$ cat config.mk
export PLATFORM = sky130hd
export DESIGN_NAME = bcd_mmss_timer_flat
export DESIGN_NICKNAME = d
export VERILOG_FILES = /design/src/rtl/bcd_mmss_timer_if.sv /design/src/rtl/bcd_mmss_timer.sv /design/src/flat_wrapper.sv
export SDC_FILE = /design/constraint.sdc
export NUM_CORES = 1
export LEC_CHECK = 0
export CAP_MARGIN = 20
export CORE_MARGIN = 3
export CORE_UTILIZATION = 41
export DETAILED_ROUTE_END_ITERATION = 8
export GPL_TIMING_DRIVEN = 0
export PLACE_DENSITY = 0.77
export SLEW_MARGIN = 0
export SYNTH_ARGS = -nofsm -noshare
export SYNTH_HDL_FRONTEND = slang
export SYNTH_SLANG_ARGS = --single-unit
$ cat constraint.sdc
create_clock -name clk_1hz -period 1.7 [get_ports clk_1hz]
set_clock_uncertainty 0.05 [all_clocks]
set_input_delay 0.51 -clock clk_1hz [delete_from_list [all_inputs] [get_ports clk_1hz]]
set_output_delay 0.51 -clock clk_1hz [all_outputs]
set_load 0.02 [all_outputs]
$ cat src/rtl/bcd_mmss_timer_if.sv
// Control, preset and display bundle of the MM:SS countdown timer.
//   master : drives load/start/pause and the ld_* preset digits, observes the outputs
//   slave  : the timer; observes controls and presets, drives bcd_* digits,
//            running, done and the one-hot status led
interface bcd_mmss_timer_if;
  logic       load;
  logic       start;
  logic       pause;
  logic [3:0] ld_mt;
  logic [3:0] ld_mu;
  logic [3:0] ld_st;
  logic [3:0] ld_su;
  logic [3:0] bcd_mt;
  logic [3:0] bcd_mu;
  logic [3:0] bcd_st;
  logic [3:0] bcd_su;
  logic       running;
  logic       done;
  logic [3:0] led;

  modport master (
    output load, start, pause, ld_mt, ld_mu, ld_st, ld_su,
    input  bcd_mt, bcd_mu, bcd_st, bcd_su, running, done, led
  );

  modport slave (
    input  load, start, pause, ld_mt, ld_mu, ld_st, ld_su,
    output bcd_mt, bcd_mu, bcd_st, bcd_su, running, done, led
  );
endinterface

$ cat src/rtl/bcd_mmss_timer.sv
// Four-digit BCD MM:SS countdown timer clocked by the 1 Hz divided clock.
// Feeds the 7-segment decoder/scanner with registered BCD digits and adds
// load/start/pause control, a done flag and one-hot status LEDs.
//   clk_1hz : 1 Hz clock, all state changes on posedge
//   rst     : asynchronous, active-low reset
//   bus     : slave side of bcd_mmss_timer_if (controls, presets, digits, status)
// Parameters: MT_MAX / ST_MAX are the largest minutes-tens / seconds-tens digits.
// Build option: define DONE_BLINK_EN to make led[3] blink (toggle each edge)
// while in DONE; otherwise led[3] is steady in DONE.
module bcd_mmss_timer #(
  parameter int unsigned MT_MAX = 5,
  parameter int unsigned ST_MAX = 5
) (
  input logic             clk_1hz,
  input logic             rst,
  bcd_mmss_timer_if.slave bus
);

  localparam logic [3:0] MtMax = 4'(MT_MAX);
  localparam logic [3:0] StMax = 4'(ST_MAX);

  typedef enum logic [1:0] {StIdle, StRun, StPause, StDone} state_e;

  state_e     state_q, state_d;
  logic [3:0] mt_q, mu_q, st_q, su_q;
  logic [3:0] mt_d, mu_d, st_d, su_d;
  logic       running_q, done_q;
  logic [3:0] led_q, led_d;

  // One-second decrement with BCD borrow chain.
  logic [3:0] dec_mt, dec_mu, dec_st, dec_su;
  logic       borrow_su, borrow_st, borrow_mu;
  logic       is_zero, dec_zero;

  assign borrow_su = (su_q == 4'd0);
  assign borrow_st = borrow_su && (st_q == 4'd0);
  assign borrow_mu = borrow_st && (mu_q == 4'd0);
  assign dec_su    = borrow_su ? 4'd9 : su_q - 4'd1;
  assign dec_st    = !borrow_su ? st_q : ((st_q == 4'd0) ? StMax : st_q - 4'd1);
  assign dec_mu    = !borrow_st ? mu_q : ((mu_q == 4'd0) ? 4'd9 : mu_q - 4'd1);
  assign dec_mt    = borrow_mu ? mt_q - 4'd1 : mt_q;
  assign is_zero   = ({mt_q, mu_q, st_q, su_q} == 16'h0000);
  assign dec_zero  = ({dec_mt, dec_mu, dec_st, dec_su} == 16'h0000);

  // Next state; priority load > pause > start > count.
  always_comb begin
    state_d = state_q;
    mt_d    = mt_q;
    mu_d    = mu_q;
    st_d    = st_q;
    su_d    = su_q;
    if (bus.load) begin
      mt_d    = (bus.ld_mt > MtMax) ? MtMax : bus.ld_mt;
      mu_d    = (bus.ld_mu > 4'd9)  ? 4'd9  : bus.ld_mu;
      st_d    = (bus.ld_st > StMax) ? StMax : bus.ld_st;
      su_d    = (bus.ld_su > 4'd9)  ? 4'd9  : bus.ld_su;
      state_d = StIdle;
    end else begin
      unique case (state_q)
        StIdle: begin
          // Start never decrements; a zero preset finishes immediately.
          if (!bus.pause && bus.start) state_d = is_zero ? StDone : StRun;
        end
        StRun: begin
          if (bus.pause) begin
            state_d = StPause;
          end else if (!bus.start) begin
            mt_d = dec_mt;
            mu_d = dec_mu;
            st_d = dec_st;
            su_d = dec_su;
            if (dec_zero) state_d = StDone;
          end
        end
        StPause: begin
          if (!bus.pause && bus.start) state_d = StRun;
        end
        StDone: ;
        default: state_d = StIdle;
      endcase
    end
  end

  // Status follows the next state so the registered LEDs match the state register.
  always_comb begin
    led_d = 4'b0000;
    unique case (state_d)
      StIdle:  led_d[0] = 1'b1;
      StRun:   led_d[1] = 1'b1;
      StPause: led_d[2] = 1'b1;
      StDone: begin
`ifdef DONE_BLINK_EN
        // 1 on entry, then toggles; cleared whenever DONE is left.
        led_d[3] = (state_q == StDone) ? ~led_q[3] : 1'b1;
`else
        led_d[3] = 1'b1;
`endif
      end
      default: led_d = 4'b0001;
    endcase
  end

  always_ff @(posedge clk_1hz or negedge rst) begin
    if (!rst) begin
      state_q   <= StIdle;
      mt_q      <= 4'd0;
      mu_q      <= 4'd0;
      st_q      <= 4'd0;
      su_q      <= 4'd0;
      running_q <= 1'b0;
      done_q    <= 1'b0;
      led_q     <= 4'b0001;
    end else begin
      state_q   <= state_d;
      mt_q      <= mt_d;
      mu_q      <= mu_d;
      st_q      <= st_d;
      su_q      <= su_d;
      running_q <= (state_d == StRun);
      done_q    <= (state_d == StDone);
      led_q     <= led_d;
    end
  end

  assign bus.bcd_mt  = mt_q;
  assign bus.bcd_mu  = mu_q;
  assign bus.bcd_st  = st_q;
  assign bus.bcd_su  = su_q;
  assign bus.running = running_q;
  assign bus.done    = done_q;
  assign bus.led     = led_q;

endmodule

$ cat src/flat_wrapper.sv
// flat-port wrapper written by rule: the top's interface ports become plain ports
module bcd_mmss_timer_flat 
#(
  parameter int unsigned MT_MAX = 5,
  parameter int unsigned ST_MAX = 5
)
  (clk_1hz, rst, bus_load, bus_start, bus_pause, bus_ld_mt, bus_ld_mu, bus_ld_st, bus_ld_su, bus_bcd_mt, bus_bcd_mu, bus_bcd_st, bus_bcd_su, bus_running, bus_done, bus_led);
  bcd_mmss_timer_if bus_i ();
  input logic clk_1hz;
  input logic rst;
  input wire logic [$bits(bus_i.load)-1:0] bus_load;
  input wire logic [$bits(bus_i.start)-1:0] bus_start;
  input wire logic [$bits(bus_i.pause)-1:0] bus_pause;
  input wire logic [$bits(bus_i.ld_mt)-1:0] bus_ld_mt;
  input wire logic [$bits(bus_i.ld_mu)-1:0] bus_ld_mu;
  input wire logic [$bits(bus_i.ld_st)-1:0] bus_ld_st;
  input wire logic [$bits(bus_i.ld_su)-1:0] bus_ld_su;
  output wire logic [$bits(bus_i.bcd_mt)-1:0] bus_bcd_mt;
  output wire logic [$bits(bus_i.bcd_mu)-1:0] bus_bcd_mu;
  output wire logic [$bits(bus_i.bcd_st)-1:0] bus_bcd_st;
  output wire logic [$bits(bus_i.bcd_su)-1:0] bus_bcd_su;
  output wire logic [$bits(bus_i.running)-1:0] bus_running;
  output wire logic [$bits(bus_i.done)-1:0] bus_done;
  output wire logic [$bits(bus_i.led)-1:0] bus_led;
  assign bus_i.load = bus_load;
  assign bus_i.start = bus_start;
  assign bus_i.pause = bus_pause;
  assign bus_i.ld_mt = bus_ld_mt;
  assign bus_i.ld_mu = bus_ld_mu;
  assign bus_i.ld_st = bus_ld_st;
  assign bus_i.ld_su = bus_ld_su;
  assign bus_bcd_mt = bus_i.bcd_mt;
  assign bus_bcd_mu = bus_i.bcd_mu;
  assign bus_bcd_st = bus_i.bcd_st;
  assign bus_bcd_su = bus_i.bcd_su;
  assign bus_running = bus_i.running;
  assign bus_done = bus_i.done;
  assign bus_led = bus_i.led;
  bcd_mmss_timer #(.MT_MAX(MT_MAX), .ST_MAX(ST_MAX)) u_core (.clk_1hz(clk_1hz), .rst(rst), .bus(bus_i));
endmodule
== Word-level counts from Yosys, hierarchy flattened ==
Cells that the tools add are included.
Widths: inputs -> output; s select.

* Word-level logic and storage cells: 74
* Flip-flop bits (word level): 24
* Input bits: 21
* Output and inout bits: 22

* Add/subtract/negate cells: 4
* Reduce and logical (&&, ||, !) cells: 13
* Muxes and demuxes: 38
* Equal/unequal tests: 7
* Order comparisons: 4

{| class="wikitable"
|+ Operators with widths
! operator !! number
|-
| $mux 4 || 26
|-
| $logic_not 16->1 || 2
|-
| $sub 4x1->4 const B || 4
|-
| $mux 2 || 7
|-
| $logic_not 4->1 || 3
|-
| $gt 4x3->1 const B || 2
|-
| $gt 4x4->1 const B || 2
|-
| $eq 2x2->1 const B || 3
|-
| $pmux 2 s3 || 1
|-
| $eq 2x1->1 const B || 2
|-
| $logic_not 2->1 || 2
|-
| $mux 1 || 4
|-
| $ne 2x2->1 const B || 2
|-
| $logic_and 1x1->1 || 3
|-
| $reduce_and 3->1 || 1
|-
| $reduce_bool 2->1 || 1
|-
| $logic_not 1->1 || 1
|}

== Longest topological paths before layout ==
* Word-level depth: 12
* Mapped depth: 6

== Worst setup path before layout ==
No wires, ideal clock.

* Path type: input port to flip-flop
* Start point: input bus_start
* End point: register u_core.st_q[2] (netlist: u_core.bus.bcd_st[2])
* Path buffers: 0
* Required time: 1,513 ps
* Slack: -133 ps
* Stages on the path: 5
* Arrival: 1,646 ps
* Library setup time: 137 ps
* Cells stage by stage: nor4b_4 > nand3_1 > o31a_1 > nor3_1 > a21oi_1

* Cells in the longest elaborated chain, start to end: 2

{| class="wikitable"
|+ Ends and longest elaborated chain
! what !! RTL line !! source
|-
| from (decl) || flat_wrapper.sv:12 || <nowiki>input wire logic [$bits(bus_i.start)-1:0] bus_start;</nowiki>
|-
| $ne 2x2->1 (no line) || n/a ||
|-
| $reduce_and 3->1 (no line) || n/a ||
|-
| to (signal assigned) || bcd_mmss_timer.sv:117 || <nowiki>st_q <= st_d;</nowiki>
|-
| to (decl) || bcd_mmss_timer.sv:25 || <nowiki>logic [3:0] mt_q, mu_q, st_q, su_q;</nowiki>
|}

No other way between the ends.
A chain may end at the register's enable or synchronous reset.

== Worst setup path after layout ==
* Start point: register u_core.st_q[0] (netlist: u_core.bus.bcd_st[0])
* End point: register u_core.state_q[1]

* Cells in the longest elaborated chain, start to end: 10
* Elaborated cells between the ends (all ways): 17

{| class="wikitable"
|+ Ends and longest elaborated chain
! what !! RTL line !! source
|-
| parallel branches: the longest is 8 deep, another holds $sub 4x1->4 || n/a ||
|-
| $pmux 2 s3 (*) || bcd_mmss_timer.sv:59 || <nowiki>unique case (state_q)</nowiki>
|-
| $mux 2 (*) || bcd_mmss_timer.sv:52 || <nowiki>if (bus.load) begin</nowiki>
|-
| via u_core.state_d[1] || bcd_mmss_timer.sv:24 || <nowiki>state_e state_q, state_d;</nowiki>
|-
| to (signal assigned) || bcd_mmss_timer.sv:105 || <nowiki>state_q <= StIdle;</nowiki>
|-
| to (signal assigned) || bcd_mmss_timer.sv:114 || <nowiki>state_q <= state_d;</nowiki>
|-
| to (decl) || bcd_mmss_timer.sv:24 ||
|}

Mark *: on every way through the listed nets, which the timed path passes.

==> impl_metrics.sql <==
INSERT INTO impl_metrics (metric_group, metric, value, unit) VALUES
('run_status', 'outcome', 'finished with violations', ''),
('run_status', 'failed_checks', 'negative setup slack', ''),
('route', 'detail_route.wirelength', '3.75', 'mm'),
('logic_synthesis', 'syn-num-nets', '158', ''),
('critical_path', 'r2r_setup_slack', '-0.0008', 'ns'),
('critical_path', 'worstSetupStartpointType', 'register', ''),
('clocking', 'clkSinkCount', '22', ''),
('die', 'start_util', '0.448', ''),
('finish', 'antenna_fix_cells', '0', ''),
('critical_path', 'worstReg2RegEnd', 'u_core.state_q[1]', ''),
('die', 'area_enclosed_by_the_die_boundary', '3820', 'µm²'),
('logic_synthesis', 'synth_edf_count', '0', ''),
('power', 'power_density', '650', 'nW/µm²'),
('timing', 'max_slew.worst_pin.slew', '0.511', 'ns'),
('critical_path', 'ff2ff_path_depth', '6', ''),
('critical_path', 'r2r-start', 'u_core.bus.bcd_st[0]', ''),
('power', 'power.static_leakage', '0.844', 'nW'),
('grt', 'grt_pass1_wl', '5.51', 'mm'),
('grt', 'number_of_global_route_vias_before_repair', '1268', ''),
('logic_synthesis', 'syn_inst', '135', ''),
('placement', 'placed_instance_area', '1750', 'µm²'),
('timing', 'finalHoldViolations', '0', ''),
('route', 'routedWlPerCell', '16.2', 'µm'),
('die', 'floorplan_core_area', '2850', 'µm²'),
('finish', 'fillCellCount', '217', ''),
('route', 'post-route-drc-count', '0', ''),
('critical_path', 'critical_path_required', '1.84', 'ns'),
('route', 'first_iter_violations', '53', ''),
('logic_synthesis', 'fraction_of_synthesized_cell_area_in_xor_and_xnor_cells', '0.0548', ''),
('clocking', 'tritoncts', 'done', ''),
('critical_path', 'path_max_fanout', '6', ''),
('run', 'timing.max_cap.violations', '0', ''),
('clocking', 'clock_tree.root_cell', 'sky130_fd_sc_hd__clkbuf_4', ''),
('route', 'viasPerCell', '5.72', ''),
('finish', 'finish.utilization', '0.693', ''),
('logic_synthesis', 'async_flop_share', '1.00', ''),
('finish', 'syn_to_final_growth', '54.8', '%'),
('worst_hold_path', 'hold_path.class', 'in -> async', ''),
('timing', 'timing_max_transition_violations_final', '0', ''),
('clocking', 'cts-buffers-inserted', '3', ''),
('clocking', 'cts-root-to-sink-buffers', '2', ''),
('die', 'floorplan_die_width', '61.8', 'µm'),
('placement', 'gp_routability_congestion', '0.849', ''),
('critical_path', 'critical_path.endpoint_type', 'register', ''),
('logic_synthesis', 'synthFlopType', 'sky130_fd_sc_hd__dfrtp_1', ''),
('route', 'via_count', '1327', ''),
('placement', 'port-buffer-count', '41', ''),
('power', 'design_power_total', '1.28', 'mW'),
('timing', 'worst_hold_slack', '0.307', 'ns'),
('logic_synthesis', 'synth_seq_cells', '22', ''),
('power', 'vdd.ir_drop.worst', '0.473', 'mV'),
('logic_synthesis', 'synthAdderAreaFrac', '0.0196', ''),
('grt', 'grt_overflow', '0', ''),
('logic_synthesis', 'synth-compound-area-share', '0.168', ''),
('finish', 'fin_nets', '225', ''),
('timing', 'final_critical_path_setup_slack', '-0.000825', 'ns'),
('logic_synthesis', 'syn-mean-instance-area', '9.46', 'µm²'),
('grt', 'grt_usage', '0.194', ''),
('timing', 'final_period_minus_worst_setup_slack', '1.70', 'ns'),
('grt', 'grt_start_max_net_pins', '23', ''),
('timing', 'setup_viol', '1', ''),
('logic_synthesis', 'mappedNetlistArea', '1280', 'µm²'),
('timing', 'fmax', '588', 'MHz'),
('finish', 'layout.cell_area.non_filler', '1980', 'µm²'),
('route', 'drt-pass1-iter-count', '4', ''),
('timing', 'rsz0062_at_grt', 'yes', ''),
('critical_path', 'timing_worst_setup_path_type', 'reg -> reg', ''),
('timing', 'fin_setup_tns', '-0.000825', 'ns'),
('logic_synthesis', 'synthesis.yosys.warnings', '0', ''),
('grt', 'initial_antenna_violation_count', '0', ''),
('logic_synthesis', 'synth_simple_gate_area_share', '0.262', '');
==> cell usage after synthesis, types with 2 or more instances <==
library cell | number | share of area
sky130_fd_sc_hd__o31a_1 | 2 | 0.014
sky130_fd_sc_hd__clkbuf_1 | 2 | 0.0059
sky130_fd_sc_hd__xor2_1 | 2 | 0.014
sky130_fd_sc_hd__ha_1 | 2 | 0.020
sky130_fd_sc_hd__o21a_1 | 2 | 0.012
sky130_fd_sc_hd__nand2_1 | 12 | 0.035
sky130_fd_sc_hd__xnor2_1 | 6 | 0.041
sky130_fd_sc_hd__nor4_1 | 3 | 0.015
sky130_fd_sc_hd__mux2i_1 | 3 | 0.024
sky130_fd_sc_hd__a21oi_1 | 11 | 0.043
sky130_fd_sc_hd__nor3_1 | 5 | 0.020
sky130_fd_sc_hd__nand3_1 | 4 | 0.016
sky130_fd_sc_hd__a2111oi_0 | 2 | 0.014
sky130_fd_sc_hd__o22ai_1 | 3 | 0.015
sky130_fd_sc_hd__nor3b_1 | 2 | 0.012
sky130_fd_sc_hd__nor4_4 | 2 | 0.033
sky130_fd_sc_hd__inv_1 | 6 | 0.018
sky130_fd_sc_hd__buf_4 | 2 | 0.012
sky130_fd_sc_hd__nor2_1 | 16 | 0.047
sky130_fd_sc_hd__and2_1 | 2 | 0.0098
sky130_fd_sc_hd__dfrtp_1 | 21 | 0.41
sky130_fd_sc_hd__o21ai_0 | 9 | 0.035
==> cells in the final DEF (no fill, tap or decap), drive strengths merged, types with 3 or more instances in the layout <==
cell	count
a21oi	11
buf	24
clkbuf	17
clkdlybuf4s15	4
clkdlybuf4s50	17
dfrtp	21
dlygate4sd2	9
inv	6
mux2i	3
nand2	12
nand3	4
nand4	3
nor2	16
nor3	6
nor4	5
o21ai	10
o22ai	3
xnor2	6
==> how the worst max path moves through the flow <==
stage,start,slack [ns],to
3_3_place_gp,bus_pause,-0.81,u_core.bus.bcd_st[2]
5_1_grt,u_core.bus.bcd_st[0],-0.08,u_core.bus.bcd_mu[2]
2_1_floorplan,bus_pause,-0.08,u_core.bus.bcd_st[2]
6_report,u_core.bus.bcd_st[0],-0.0008,u_core.state_q[1]
4_1_cts,bus_pause,0.004,u_core.bus.bcd_st[2]
3_5_place_dp,bus_pause,-0.89,u_core.bus.bcd_mu[2]
==> report_power, final <==
group          internal [mW]  switching, mW
clock                  0.131          0.174
sequential             0.563         0.0597
combinational          0.169          0.187
total                  0.863          0.421
==> worst max-delay path, cell delays in order (launching register included) <==
cell,delay (ns)
sky130_fd_sc_hd__dfrtp_2,0.48
sky130_fd_sc_hd__nor4_4,0.28
sky130_fd_sc_hd__buf_6,0.17
sky130_fd_sc_hd__nand3_2,0.11
sky130_fd_sc_hd__mux2i_1,0.16
sky130_fd_sc_hd__a21oi_2,0.22
sky130_fd_sc_hd__a21oi_1,0.10
==> state kept, by name, summed over array words and instances (netlist names) <==
register / cells
u_core.bus.led: 3
u_core.bus.bcd_mu: 4
u_core.bus.bcd_mt: 4
u_core.bus.done: 1
u_core.bus.bcd_st: 4
u_core.bus.bcd_su: 4
u_core.state_q: 2
==> cell type report <==
| class | count | area (µm²) | share of cell area |
|---|---|---|---|
| buffer | 5 | 27.5 | 0.0139 |
| tap | 31 | 38.8 | 0.0196 |
| inverter | 6 | 22.5 | 0.0114 |
| timing repair buffer | 62 | 527 | 0.266 |
| multi-input combinational | 102 | 759 | 0.384 |
| clock buffer | 4 | 36.3 | 0.0184 |
| sequential | 22 | 566 | 0.286 |
==> routing by layer <==
metal | up-vias | part of all wire | global-route usage
met5 | - | 0 | 0
met4 | 0 | 0.017 | 0.0515
met3 | 8 | 0.066 | 0.0413
met2 | 57 | 0.54 | 0.366
met1 | 644 | 0.38 | 0.220
li1 | 618 | - | -
==> per-stage QoR <==
step	setup slack, ns	std cells
after global placement	-0.808	207
final	-0.000825	232
after global routing	-0.0776	232
after floorplan	-0.0810	135
after detailed placement	-0.890	207
after CTS	0.00368	216
==> cells by family (layout without fill, tap and decap cells) <==
logic type                 Yosys count  after routing
AOI/OAI and AO/OA                   35             35
xor gates and xnor gates             8              8
adders and majority gates            2              2
buffers and inverters               11             77
DFF                                 22             22
muxes                                3              3
and+or+nand+nor                     54             54
==> timing repair <==
item / CTS / global route
pin swaps: 2 / 6
setup buffers: 5 / 15
hold buffers: 0 / 0
gates resized for setup: 46 / 29
endpoints found under the setup margin: 41 / 25
Power figures use the tool's default switching activity.
